==> src/rtl/mem_arbiter_pkg.sv <==
// Shared types and helpers for the I/D BRAM arbiter.
package mem_pkg;
  localparam int BRAM_ADDR_W      = 15;
  localparam int STARVE_LIMIT_DEF = 4;

  typedef enum logic [1:0] {
    OWN_NONE = 2'd0,
    OWN_I    = 2'd1,
    OWN_D    = 2'd2
  } rsp_owner_e;

  // Returns 1 when the access must be flagged as an error.
  // Partial-lane writes may use any byte offset; full-word accesses must be aligned.
  function automatic logic addr_ok(input logic [31:0] addr, input logic [3:0] we, input int aw);
    logic full_word;
    logic misaligned;
    logic out_of_range;
    full_word    = (we == 4'h0) || (we == 4'hF);
    misaligned   = full_word && (addr[1:0] != 2'b00);
    out_of_range = (addr >> (aw + 2)) != 32'd0;
    return misaligned || out_of_range;
  endfunction
endpackage

==> src/rtl/mem_arbiter_if.sv <==
// Request/response bundle between the pipeline ports, the arbiter and the BRAM.
interface mem_arbiter_if #(parameter int ADDR_W = 15);
  logic              i_req_valid;
  logic              i_req_ready;
  logic [31:0]       i_req_addr;
  logic              i_rsp_valid;
  logic [31:0]       i_rsp_data;
  logic              i_rsp_err;

  logic              d_req_valid;
  logic              d_req_ready;
  logic [31:0]       d_req_addr;
  logic [3:0]        d_req_we;
  logic [31:0]       d_req_wdata;
  logic              d_rsp_valid;
  logic [31:0]       d_rsp_data;
  logic              d_rsp_err;

  logic [3:0]        mem_w_enable;
  logic [ADDR_W-1:0] mem_addr;
  logic [31:0]       mem_w_data;
  logic [31:0]       mem_r_data;

  modport slave (
    input  i_req_valid, i_req_addr,
    input  d_req_valid, d_req_addr, d_req_we, d_req_wdata,
    input  mem_r_data,
    output i_req_ready, i_rsp_valid, i_rsp_data, i_rsp_err,
    output d_req_ready, d_rsp_valid, d_rsp_data, d_rsp_err,
    output mem_w_enable, mem_addr, mem_w_data
  );

  modport master (
    output i_req_valid, i_req_addr,
    output d_req_valid, d_req_addr, d_req_we, d_req_wdata,
    output mem_r_data,
    input  i_req_ready, i_rsp_valid, i_rsp_data, i_rsp_err,
    input  d_req_ready, d_rsp_valid, d_rsp_data, d_rsp_err,
    input  mem_w_enable, mem_addr, mem_w_data
  );
endinterface

==> src/rtl/mem_arbiter_prio.sv <==
// D-over-I priority grant with a starvation counter that forces an I grant.
module mem_arb_prio #(
  parameter int STARVE_LIMIT = 4
) (
  input  logic clk,
  input  logic rst,
  input  logic i_valid,
  input  logic d_valid,
  output logic grant_i,
  output logic grant_d
);
  localparam int CW = $clog2(STARVE_LIMIT + 1);
  localparam logic [CW-1:0] LIMIT = CW'(STARVE_LIMIT);

  logic [CW-1:0] starve_cnt;
  logic [CW-1:0] starve_nxt;
  logic          force_i;

  assign force_i = i_valid && (starve_cnt == LIMIT);
  assign grant_i = !rst && i_valid && (!d_valid || force_i);
  assign grant_d = !rst && d_valid && !grant_i;

  always_comb begin
    starve_nxt = starve_cnt;
    if (grant_i || !i_valid)
      starve_nxt = '0;
    else if (grant_d && (starve_cnt != LIMIT))
      starve_nxt = starve_cnt + 1'b1;
  end

  always_ff @(posedge clk or posedge rst) begin
    if (rst)
      starve_cnt <= '0;
    else
      starve_cnt <= starve_nxt;
  end
endmodule

==> src/rtl/mem_arbiter.sv <==
// Shares one single-port BRAM between fetch (I) and load/store (D); responses
// return one cycle after grant, tagged to the granted requester.
module mem_arbiter
  import mem_pkg::*;
#(
  parameter int ADDR_W       = BRAM_ADDR_W,
  parameter int STARVE_LIMIT = STARVE_LIMIT_DEF
) (
  input  logic           clk,
  input  logic           rst,
  mem_arbiter_if.slave   bus
);
  logic       grant_i;
  logic       grant_d;
  logic       i_err;
  logic       d_err;
  rsp_owner_e owner_q;
  rsp_owner_e owner_d;
  logic       err_q;
  logic       err_d;

  mem_arb_prio #(.STARVE_LIMIT(STARVE_LIMIT)) u_prio (
    .clk     (clk),
    .rst     (rst),
    .i_valid (bus.i_req_valid),
    .d_valid (bus.d_req_valid),
    .grant_i (grant_i),
    .grant_d (grant_d)
  );

  assign i_err = addr_ok(bus.i_req_addr, 4'h0, ADDR_W);
  assign d_err = addr_ok(bus.d_req_addr, bus.d_req_we, ADDR_W);

  assign bus.i_req_ready = grant_i;
  assign bus.d_req_ready = grant_d;
  assign bus.mem_w_data  = bus.d_req_wdata;

  always_comb begin
    owner_d          = OWN_NONE;
    err_d            = 1'b0;
    bus.mem_w_enable = 4'h0;
    bus.mem_addr     = bus.d_req_addr[ADDR_W+1:2];
    if (grant_i) begin
      owner_d      = OWN_I;
      err_d        = i_err;
      bus.mem_addr = bus.i_req_addr[ADDR_W+1:2];
    end else if (grant_d) begin
      owner_d = OWN_D;
      err_d   = d_err;
      if (!d_err)
        bus.mem_w_enable = bus.d_req_we;
    end
  end

  // Reset clears the owner, which drops any response already in flight.
  always_ff @(posedge clk or posedge rst) begin
    if (rst) begin
      owner_q <= OWN_NONE;
      err_q   <= 1'b0;
    end else begin
      owner_q <= owner_d;
      err_q   <= err_d;
    end
  end

  assign bus.i_rsp_valid = (owner_q == OWN_I);
  assign bus.i_rsp_err   = (owner_q == OWN_I) && err_q;
  assign bus.i_rsp_data  = ((owner_q == OWN_I) && !err_q) ? bus.mem_r_data : 32'h0;

  assign bus.d_rsp_valid = (owner_q == OWN_D);
  assign bus.d_rsp_err   = (owner_q == OWN_D) && err_q;
  assign bus.d_rsp_data  = ((owner_q == OWN_D) && !err_q) ? bus.mem_r_data : 32'h0;
endmodule

==> src/flat_wrapper.sv <==
// flat-port wrapper written by rule: the top's interface ports become plain ports
module mem_arbiter_flat import mem_pkg::*;
#(
  parameter int ADDR_W       = BRAM_ADDR_W,
  parameter int STARVE_LIMIT = STARVE_LIMIT_DEF
)
  (clk, rst, bus_i_req_valid, bus_i_req_addr, bus_d_req_valid, bus_d_req_addr, bus_d_req_we, bus_d_req_wdata, bus_mem_r_data, bus_i_req_ready, bus_i_rsp_valid, bus_i_rsp_data, bus_i_rsp_err, bus_d_req_ready, bus_d_rsp_valid, bus_d_rsp_data, bus_d_rsp_err, bus_mem_w_enable, bus_mem_addr, bus_mem_w_data);
  mem_arbiter_if #(.ADDR_W(ADDR_W)) bus_i ();
  input  logic clk;
  input  logic rst;
  input wire logic [$bits(bus_i.i_req_valid)-1:0] bus_i_req_valid;
  input wire logic [$bits(bus_i.i_req_addr)-1:0] bus_i_req_addr;
  input wire logic [$bits(bus_i.d_req_valid)-1:0] bus_d_req_valid;
  input wire logic [$bits(bus_i.d_req_addr)-1:0] bus_d_req_addr;
  input wire logic [$bits(bus_i.d_req_we)-1:0] bus_d_req_we;
  input wire logic [$bits(bus_i.d_req_wdata)-1:0] bus_d_req_wdata;
  input wire logic [$bits(bus_i.mem_r_data)-1:0] bus_mem_r_data;
  output wire logic [$bits(bus_i.i_req_ready)-1:0] bus_i_req_ready;
  output wire logic [$bits(bus_i.i_rsp_valid)-1:0] bus_i_rsp_valid;
  output wire logic [$bits(bus_i.i_rsp_data)-1:0] bus_i_rsp_data;
  output wire logic [$bits(bus_i.i_rsp_err)-1:0] bus_i_rsp_err;
  output wire logic [$bits(bus_i.d_req_ready)-1:0] bus_d_req_ready;
  output wire logic [$bits(bus_i.d_rsp_valid)-1:0] bus_d_rsp_valid;
  output wire logic [$bits(bus_i.d_rsp_data)-1:0] bus_d_rsp_data;
  output wire logic [$bits(bus_i.d_rsp_err)-1:0] bus_d_rsp_err;
  output wire logic [$bits(bus_i.mem_w_enable)-1:0] bus_mem_w_enable;
  output wire logic [$bits(bus_i.mem_addr)-1:0] bus_mem_addr;
  output wire logic [$bits(bus_i.mem_w_data)-1:0] bus_mem_w_data;
  assign bus_i.i_req_valid = bus_i_req_valid;
  assign bus_i.i_req_addr = bus_i_req_addr;
  assign bus_i.d_req_valid = bus_d_req_valid;
  assign bus_i.d_req_addr = bus_d_req_addr;
  assign bus_i.d_req_we = bus_d_req_we;
  assign bus_i.d_req_wdata = bus_d_req_wdata;
  assign bus_i.mem_r_data = bus_mem_r_data;
  assign bus_i_req_ready = bus_i.i_req_ready;
  assign bus_i_rsp_valid = bus_i.i_rsp_valid;
  assign bus_i_rsp_data = bus_i.i_rsp_data;
  assign bus_i_rsp_err = bus_i.i_rsp_err;
  assign bus_d_req_ready = bus_i.d_req_ready;
  assign bus_d_rsp_valid = bus_i.d_rsp_valid;
  assign bus_d_rsp_data = bus_i.d_rsp_data;
  assign bus_d_rsp_err = bus_i.d_rsp_err;
  assign bus_mem_w_enable = bus_i.mem_w_enable;
  assign bus_mem_addr = bus_i.mem_addr;
  assign bus_mem_w_data = bus_i.mem_w_data;
  mem_arbiter #(.ADDR_W(ADDR_W), .STARVE_LIMIT(STARVE_LIMIT)) u_core (.clk(clk), .rst(rst), .bus(bus_i));
endmodule
==> config.mk <==
export PLATFORM = sky130hd
export DESIGN_NAME = mem_arbiter_flat
export DESIGN_NICKNAME = d
export VERILOG_FILES = /design/src/rtl/mem_arbiter_pkg.sv /design/src/rtl/mem_arbiter_if.sv /design/src/rtl/mem_arbiter_prio.sv /design/src/rtl/mem_arbiter.sv /design/src/flat_wrapper.sv
export SDC_FILE = /design/constraint.sdc
export NUM_CORES = 1
export LEC_CHECK = 0
export ABC_AREA = 1
export BUFFER_PORTS_ARGS = -buffer_cell sky130_fd_sc_hd__buf_4
export CAP_MARGIN = 30
export CORE_AREA = 2 2 100 102
export DETAILED_ROUTE_END_ITERATION = 16
export DIE_AREA = 0 0 102 104
export GPL_TIMING_DRIVEN = 1
export PLACE_DENSITY = 0.61
export SETUP_SLACK_MARGIN = 0.3
export SLEW_MARGIN = 10
export SYNTH_ARGS = -nofsm -noshare
export SYNTH_HDL_FRONTEND = slang
export SYNTH_HIERARCHICAL = 1
export SYNTH_SLANG_ARGS = --single-unit
==> constraint.sdc <==
create_clock -name clk -period 4.71 [get_ports clk]
set_input_delay 0.942 -clock clk [delete_from_list [all_inputs] [get_ports clk]]
set_output_delay 0.942 -clock clk [all_outputs]
set_load 0.02 [all_outputs]
==> results of run 1 <==
## where the power goes
part | leakage (nW) | internal (mW) | switching, mW
clock network | 0.0216 | 0.0546 | 0.0187
logic | 1.52 | 0.105 | 0.0924
registers | 0.0803 | 0.0542 | 0.00166
## per-layer routing
layer / up-vias / GRT usage (%) / wire, um
met5: - / 0 / 0
met4: 0 / 2.19 / 25
met3: 2 / 2.55 / 740
met2: 150 / 17.2 / 2750
met1: 825 / 8.51 / 1810
li1: 983 / - / -
## worst max-delay path: cells and delay by family
| kind | cells | cell delay (ns) |
|---|---|---|
| simple gates | 6 | 0.85 |
| buf+inv | 4 | 0.49 |
## cell usage in the layout (no fill, tap or decap)
cell      Yosys  layout
mux2_2       15      15
o21ai_0       3       3
nand2_1      25      25
nand3_1       4       4
buf_4        32     192
nor3_1        3       3
a21oi_1       1       1
inv_2         2       2
nor2_2        8       8
clkbuf_8      0       3
nand2_4       1       1
nor2_4        1       1
inv_1        42      42
or2_2         1       1
dfrtp_1       6       6
ha_1          2       2
nor2b_1       1       1
nand2_2       4       4
nor2_1       84      84
## sequential cells by signal, indices dropped and copies added (netlist names)
| signal | flops |
|---|---|
| u_core/owner_q | 2 |
| u_core/u_prio/starve_cnt | 3 |
| u_core/err_q | 1 |
## stage by stage
| stage | hold slack [ns] | util [%] | setup slack [ns] |
|---|---|---|---|
| finish | 0.521 | 28.6 | 1.48 |
| global route | 0.581 | 28.6 | 1.30 |
| CTS | 0.529 | 28.6 | 1.43 |
| detailed placement | 0.519 | 28.2 | 1.43 |
| global placement | 0.494 | 28.2 | 1.51 |
| floorplan | 0.473 | - | 1.69 |
## worst paths after layout
| check | depth (start not counted) | end | slack (ns) | start |
|---|---|---|---|---|
| worst max-delay path | 10 | bus_mem_w_enable[0] | 1.48 | rst |
| worst min-delay path | 2 | u_core/u_prio/starve_cnt[1] | 0.52 | u_core/u_prio/starve_cnt[1] |
| worst max register to register | 11 | u_core/err_q | 2.92 | u_core/u_prio/starve_cnt[0] |
| worst min register to register | 2 | u_core/u_prio/starve_cnt[1] | 0.52 | u_core/u_prio/starve_cnt[1] |
| max in group asynchronous | 2 | u_core/err_q | 3.95 | rst |
| min in group asynchronous | 2 | u_core/u_prio/starve_cnt[0] | 0.63 | rst |
## kinds of logic (layout without fill, tap and decap cells)
kind of cell	count (synthesis)	in the layout	synth area share [%]
fa+ha+maj	2	2	1.77
mux	15	15	11.9
flops	6	6	10.6
compound gates	4	4	1.42
buf+inv	84	239	35.0
simple gates	132	132	39.2
## cell type report
type	count	area share (%)
well taps	133	6.09
repair buffers	192	52.7
multi-input cells	153	28.1
flip-flops and latches	6	5.49
inverters	44	6.04
clock buffers	3	1.51
==> reports/qor.yml, run 1 <==
synth_seq_cells: 6
cp-end-kind: "output port"
cts_sinks: 6
max_freq_ghz: 0.310
path_cells: "buf_4, inv_2, nand2_4, nor2_4, nor2_1, inv_1, nor2_2, nand2_1, nor2_1, buf_4"
slew_viol_final: 0
final_cells: 531
synth-main-ff-cell: "dfrtp_1"
io_buffers: 192
cts_buffers: 3
htreeDepth: 1
area.sequential_um2: 150
period_minus_slack_ns: 3.23
synthArstFlopShare_pct: 100
dp_cells: 528
first_pass_iters: 4
hold_viol_final: 0
cp.arrival_ns: 2.29
peakVddDrop_uv: 48.5
clockBufferDepth: 2
wire_per_inst_um: 10.0
root_buffer: "clkbuf_8"
run_status: "finished, final reports clean"
crit_type: "in -> out"
syn_to_final_growth_pct: 93.3
cap_violations: 0
syn-cell-area_mm2: 0.00141
crit_slowest_cell: "nor2_4"
postCtsHoldBufs: 0
grtUsageTotal_pct: 8.71
clkSlewWorstSetupHoldPaths_ns: 0.03
gp_congestion: 0.829
synth.area.top_cells: "nor2_1 22%, buf_4 17%, mux2_2 12%"
synth_cells: 243
powerDensity_mw_per_mm2: 120
worstPathMaxFanout: 20
synth_top_area_share_pct: 22.3
cp_data_required_time_ns: 3.77
cts_tree: "built"
layout-drive-gt1-share_pct: 57.0
yosysMostFrequentCell: "nor2_1"
setup_viol: 0
fin_total_pwr_uw: 327
yosys_warnings: 6
floorplan.rows: 36
synth_commonest_cells: "84 x nor2_1, 42 x inv_1, 32 x buf_4, 25 x nand2_1, 15 x mux2_2"
dieArea_mm2: 0.0106
core_mm2: 0.00955
grt_pass1_vias: 1773
die_h_um: 104
synth_top_area_cell: "nor2_1"
fin_crit_sh_pct: 68.6
clk_latency_ns: 0.22
rsz0062_at_grt: "no"
dpl_cell_area_mm2: 0.00269
synth_fp_nets: 381
grt_pass1_wl_mm: 7.60
tns_ns: 0
cts_setup_buffers: 0
die_w_um: 102
antenna_cells: 0
leakagePower_nw: 1.62
tightestPinTransition_ns: 0.599
wl_mm: 5.33
synth-edff-count: 0
ys_types: 19
nNetsFinal: 538
drt_iter0_drc: 24
ios: 257
design_area_mm2: 0.00273
startpoint_type: "primary input"
grt_overflow: 0
cts_resized: 0
hold_class: "reg -> reg"
multi_input_area_um2: 768
via_per_inst: 3.69
start_util_pct: 14.8
dr_total_vias: 1960
syn_area_per_cell_um2: 5.82
ys_seq_area_share_pct: 10.6
final_antenna_net_count: 0
finClkSkew_ns: 0.000523
grt_start_max_net_pins: 33
hpwl_mm: 4.75
antenna_found_initial: 0
drc_errors: 0
nFillCells: 1033
slew_headroom_pct: 59.9
critPathMaxStageDelay_ns: 0.45
Power figures use the tool's default switching activity.
==> run 2: changes to the inputs <==
--- a/config.mk
+++ b/config.mk
@@ -8,11 +8,11 @@
 export ABC_AREA = 1
 export BUFFER_PORTS_ARGS = -buffer_cell sky130_fd_sc_hd__buf_4
 export CAP_MARGIN = 30
-export CORE_AREA = 2 2 100 102
+export CORE_AREA = 2 2 101 103
 export DETAILED_ROUTE_END_ITERATION = 16
-export DIE_AREA = 0 0 102 104
+export DIE_AREA = 0 0 103 105
 export GPL_TIMING_DRIVEN = 1
-export PLACE_DENSITY = 0.61
+export PLACE_DENSITY = 0.62
 export SETUP_SLACK_MARGIN = 0.3
 export SLEW_MARGIN = 10
 export SYNTH_ARGS = -nofsm -noshare
==> constraint.sdc (replaced) <==
create_clock -name clk -period 2.6 [get_ports clk]
set_input_delay 0.52 -clock clk [delete_from_list [all_inputs] [get_ports clk]]
set_output_delay 0.52 -clock clk [all_outputs]
set_load 0.02 [all_outputs]
==> run 2 against run 1 <==
- register-to-register slack worse by 1.9 ns
- critical path depth up 3
- sequential power up 82%
- global-route usage up 0.48 points
- cell area up 6.0%
- core utilization up 1.4 points
- combinational power up 94%
- die area up 2.0%
- largest cell class unchanged
==> reports/qor.yml, run 2 (same netlist as run 1, synthesis figures left out) <==
run_status: "finished, final reports clean"
hold_viol_final: 0
peakVddDrop_uv: 86.0
cp_data_required_time_ns: 2.08
gp_congestion: 0.821
clk_latency_ns: 0.22
cts_tree: "built"
grtUsageMet1_pct: 7.77
root_buffer: "clkbuf_8"
gr-usage-met2_pct: 19.5
hold_class: "in -> async"
grtUsageTotal_pct: 9.18
htreeDepth: 1
rsz0062_at_grt: "yes"
r2r_start: "u_core/u_prio/starve_cnt[0]"
setup_viol: 0
start_util_pct: 14.7
final_antenna_net_count: 0
cp-end-kind: "output port"
drt_iter0_drc: 18
leakagePower_nw: 1.70
dr_total_vias: 2027
io_buffers: 192
antenna_found_initial: 0
first_pass_iters: 4
grt_overflow: 0
hpwl_mm: 4.92
via_per_inst: 3.74
dieArea_mm2: 0.0108
finClkSkew_ns: 0.000571
worstPathMaxFanout: 8
clockBufferDepth: 2
syn_to_final_growth_pct: 105
largest_registers: "u_core/u_prio/starve_cnt (3), u_core/owner_q (2), u_core/err_q (1)"
startpoint_type: "flip-flop"
grt_pass1_vias: 1871
slew_viol_final: 0
drc_errors: 0
met3_usage_pct: 2.74
powerDensity_mw_per_mm2: 214
cts_sinks: 6
core_mm2: 0.00964
layout_commonest_cell: "buf_4"
cts_buffers: 3
tightestPinTransition_ns: 0.599
nFillCells: 1046
postLayoutCoreUtil_pct: 30.1
die_w_um: 103
max_freq_ghz: 0.426
fin_total_pwr_uw: 620
setup.worst_path.start: "u_core/u_prio/starve_cnt[0]"
grt_start_max_net_pins: 33
die_h_um: 105
final_cell_mix: "195 x buf_4, 83 x nor2_1, 39 x inv_1, 25 x nand2_1, 15 x mux2_2"
nNetsFinal: 549
crit_type: "reg -> out"
floorplan.rows: 36
antenna_cells: 0
period_minus_slack_ns: 2.35
top_register: "u_core/u_prio/starve_cnt"
slew_headroom_pct: 59.9
layout-drive-gt1-share_pct: 59.4
tns_ns: 0
ios: 257
cp.arrival_ns: 1.83
cap_violations: 0
wl_mm: 5.78
clkSlewWorstSetupHoldPaths_ns: 0.03
wire_per_inst_um: 10.7
grt_pass1_wl_mm: 7.94
largest_reg_flops: 3
fin_crit_sh_pct: 90.3
grt.busiest_layer: "met2"
run 2: changes by cell type in the layout (fill, tap and decap cells not counted), sizes merged:
cell / delta
clkbuf: +1
buf: +10
run 2: path summary, 6_finish.rpt:
kind | end | slack (ns) | cells past startpoint
setup / recovery | bus_mem_w_enable[1] | 0.25 | 13
hold / removal | u_core/u_prio/starve_cnt[2] | 0.21 | 2
setup reg to reg | u_core/err_q | 0.98 | 12
hold reg to reg | u_core/u_prio/starve_cnt[2] | 0.58 | 2
max in group asynchronous | u_core/owner_q[1] | 2.23 | 2
min in group clk | u_core/u_prio/starve_cnt[2] | 0.58 | 2
run 2: report_power, final:
part           leakage [nW]  internal (mW)  switching (mW)
sequential           0.0803         0.0982         0.00380
combinational          1.60          0.210           0.176
clock                0.0216         0.0989          0.0338
total                  1.70          0.407           0.213
run 2: stage by stage:
step	hold slack (ns)	cells	worst slack, ns	cell area [um^2]
final	0.214	542	0.253	2900
after global routing	0.219	542	0.134	2900
after CTS	0.207	540	0.235	2860
after detailed placement	0.440	529	0.211	2700
after global placement	0.426	529	0.332	2700
after floorplan	0.274	243	0.305	1410
run 2: layout make-up:
type	instances	area (um^2)	share of cell area (%)
Clock buffer	3	41.3	1.42
Inverter	44	165	5.70
Multi-Input combinational cell	153	798	27.5
Sequential cell	6	150	5.18
Tap cell	133	166	5.74
Timing Repair Buffer	203	1580	54.4
run 2: metal layers:
layer	wire length, um	vias to the layer above	share of wire [%]
li1	-	1006	-
met1	1810	861	31
met2	3130	158	54
met3	811	2	14
met4	31	0	0.54
met5	0	-	0
run 2: worst max-delay path, cell delays in order (launching register included):
cell and delay [ns]:
dfrtp_1 0.36, inv_2 0.06, ha_4 0.16, nand2_4 0.07
nand2_2 0.06, inv_2 0.06, nor2_4 0.05, clkbuf_16 0.16
nor2_4 0.11, inv_2 0.05, nor2_4 0.13, nand2_1 0.07
nor2_1 0.11, buf_4 0.16
run 2: repair_timing:
action / in CTS / in global routing
endpoints found under the setup margin: 19 / 19
cloned: 1 / 0
buffers inserted: 7 / 2
hold buffers: 0 / 0
gates resized for setup: 13 / 7
pin swaps: 2 / 10
==> run 3: changes to the inputs <==
--- a/config.mk
+++ b/config.mk
@@ -8,11 +8,12 @@
 export ABC_AREA = 1
 export BUFFER_PORTS_ARGS = -buffer_cell sky130_fd_sc_hd__buf_4
 export CAP_MARGIN = 30
-export CORE_AREA = 2 2 101 103
+export CORE_AREA = 2 2 99 101
+export CTS_BUF_LIST = sky130_fd_sc_hd__clkbuf_8
 export DETAILED_ROUTE_END_ITERATION = 16
-export DIE_AREA = 0 0 103 105
+export DIE_AREA = 0 0 101 103
 export GPL_TIMING_DRIVEN = 1
-export PLACE_DENSITY = 0.62
+export PLACE_DENSITY = 0.63
 export SETUP_SLACK_MARGIN = 0.3
 export SLEW_MARGIN = 10
 export SYNTH_ARGS = -nofsm -noshare
==> run 3 against run 2 <==
- global-route usage up 1.4 points
- flip-flop and latch count unchanged
- sequential power hardly changed
- fmax is 1.6% lower
- clock-buffer cell count stayed put
- core utilization increased by 2.1 points
- power rose by 6.9%
- die area shrank 3.8%
- via count increased by 2.0%
- critical path depth shrank 3
- worst hold slack worse by 0.021 ns
- largest power group unchanged
==> reports/qor.yml, run 3 (same netlist as run 1, synthesis figures left out) <==
run_status: "finished, final reports clean"
start_util_pct: 14.9
grt_start_max_net_pins: 33
top_register: "u_core/u_prio/starve_cnt"
grt_overflow: 0
syn_to_final_growth_pct: 115
setup_ws_ns: 0.215
tns_ns: 0
hold_viol_final: 0
dieArea_mm2: 0.0104
worstPathMaxFanout: 8
max_freq_ghz: 0.419
design_area_mm2: 0.00305
hpwl_mm: 5.07
setup_viol: 0
ios: 257
largest_registers: "u_core/u_prio/starve_cnt (3), u_core/owner_q (2), u_core/err_q (1)"
slew_headroom_pct: 57.3
finClkSkew_ns: 0.000103
cp-end-kind: "output port"
cts_tree: "built"
postCtsHoldBufs: 0
antenna_found_initial: 0
crit_type: "reg -> out"
cp.arrival_ns: 1.87
period_minus_slack_ns: 2.39
peakVddDrop_uv: 125
htreeDepth: 1
dr_total_vias: 2067
rsz0062_at_grt: "yes"
cts_sinks: 6
final_antenna_net_count: 0
core_mm2: 0.00946
layout_commonest_cell: "buf_4"
via_per_inst: 3.90
grtUsageTotal_pct: 10.5
slew_viol_final: 0
nNetsFinal: 556
cp_data_required_time_ns: 2.08
die_w_um: 101
cts_buffers: 3
fin_crit_sh_pct: 91.7
wl_mm: 6.25
antenna_cells: 0
hold_class: "in -> async"
drc_errors: 0
clk_latency_ns: 0.22
powerDensity_mw_per_mm2: 218
grt_pass1_wl_mm: 8.73
first_pass_iters: 4
clockBufferDepth: 2
startpoint_type: "flip-flop"
cap_violations: 0
clkSlewWorstSetupHoldPaths_ns: 0.04
dpl_cell_area_mm2: 0.00269
pre_cts_slack_ns: 0.333
die_h_um: 103
leakagePower_nw: 1.81
gp_congestion: 0.760
floorplan.rows: 36
layout-drive-gt1-share_pct: 60.3
root_buffer: "clkbuf_8"
largest_reg_flops: 3
io_buffers: 192
grt_pass1_vias: 1902
tightestPinTransition_ns: 0.639
final_cell_mix: "189 x buf_4, 82 x nor2_1, 39 x inv_1, 25 x nand2_1, 18 x buf_6"
wire_per_inst_um: 11.8
drt_iter0_drc: 64
run 3: changes by cell type in the layout (fill, tap and decap cells not counted), sizes merged:
cell	before	now
clkbuf	4	3
buf	202	210
run 3: final timing paths:
path / startpoint / endpoint / slack [ns] / cells after the start
max: u_core/u_prio/starve_cnt[0] / bus_mem_addr[13] / 0.21 / 10
max in group asynchronous: rst / u_core/u_prio/starve_cnt[0] / 2.26 / 2
min: rst / u_core/err_q / 0.19 / 2
max reg2reg: u_core/u_prio/starve_cnt[0] / u_core/err_q / 1.00 / 13
min in group clk: u_core/u_prio/starve_cnt[2] / u_core/u_prio/starve_cnt[2] / 0.56 / 2
min reg2reg: u_core/u_prio/starve_cnt[2] / u_core/u_prio/starve_cnt[2] / 0.56 / 2
run 3: worst max-delay path, cell delays in order (launching register included):
cell and delay, ns:
dfrtp_1 0.40, inv_2 0.09, ha_4 0.12, nand2_2 0.05, nand2_2 0.07, inv_2 0.04, nor2_4 0.16, buf_12 0.13
buf_16 0.12, mux2_4 0.31, buf_6 0.13
run 3: where the power goes:
part	total, mW	switching (mW)	leakage (nW)	internal [mW]
combinational	0.422	0.188	1.70	0.234
clock	0.139	0.0399	0.0216	0.0994
sequential	0.102	0.00375	0.0803	0.0982
total	0.663	0.231	1.81	0.431
run 3: repair_timing:
| action | in CTS | in global routing |
|---|---|---|
| gates resized for setup | 41 | 3 |
| cloned | 1 | 0 |
| setup buffers | 13 | 3 |
| setup endpoints to repair | 19 | 21 |
| pin swaps | 10 | 6 |
run 3: routing by layer:
layer | GRT usage [%] | up-vias | wire length [um]
met5 | 0 | - | 0
met4 | 2.29 | 0 | 43
met3 | 3.66 | 5 | 756
met2 | 21.1 | 164 | 3280
met1 | 10.4 | 877 | 2170
li1 | - | 1021 | -
run 3: metrics by stage:
| stage | utilization (%) | hold slack [ns] | instances | power, mW |
|---|---|---|---|---|
| after global placement | 28.4 | 0.427 | 510 | 0.463 |
| after CTS | 31.8 | 0.190 | 527 | 0.665 |
| after detailed placement | 28.4 | 0.428 | 510 | 0.469 |
| final | 32.2 | 0.193 | 530 | 0.663 |
| after floorplan | - | 0.274 | 243 | 0.337 |
| after global routing | 32.2 | 0.201 | 530 | 0.708 |
run 3: layout make-up:
cell class,count,area [um^2]
sequential,6,150
timing repair buffer,210,1690
multi-input combinational,153,857
clock buffer,3,41.3
inverter,44,165
fill,989,6410
tap,114,143
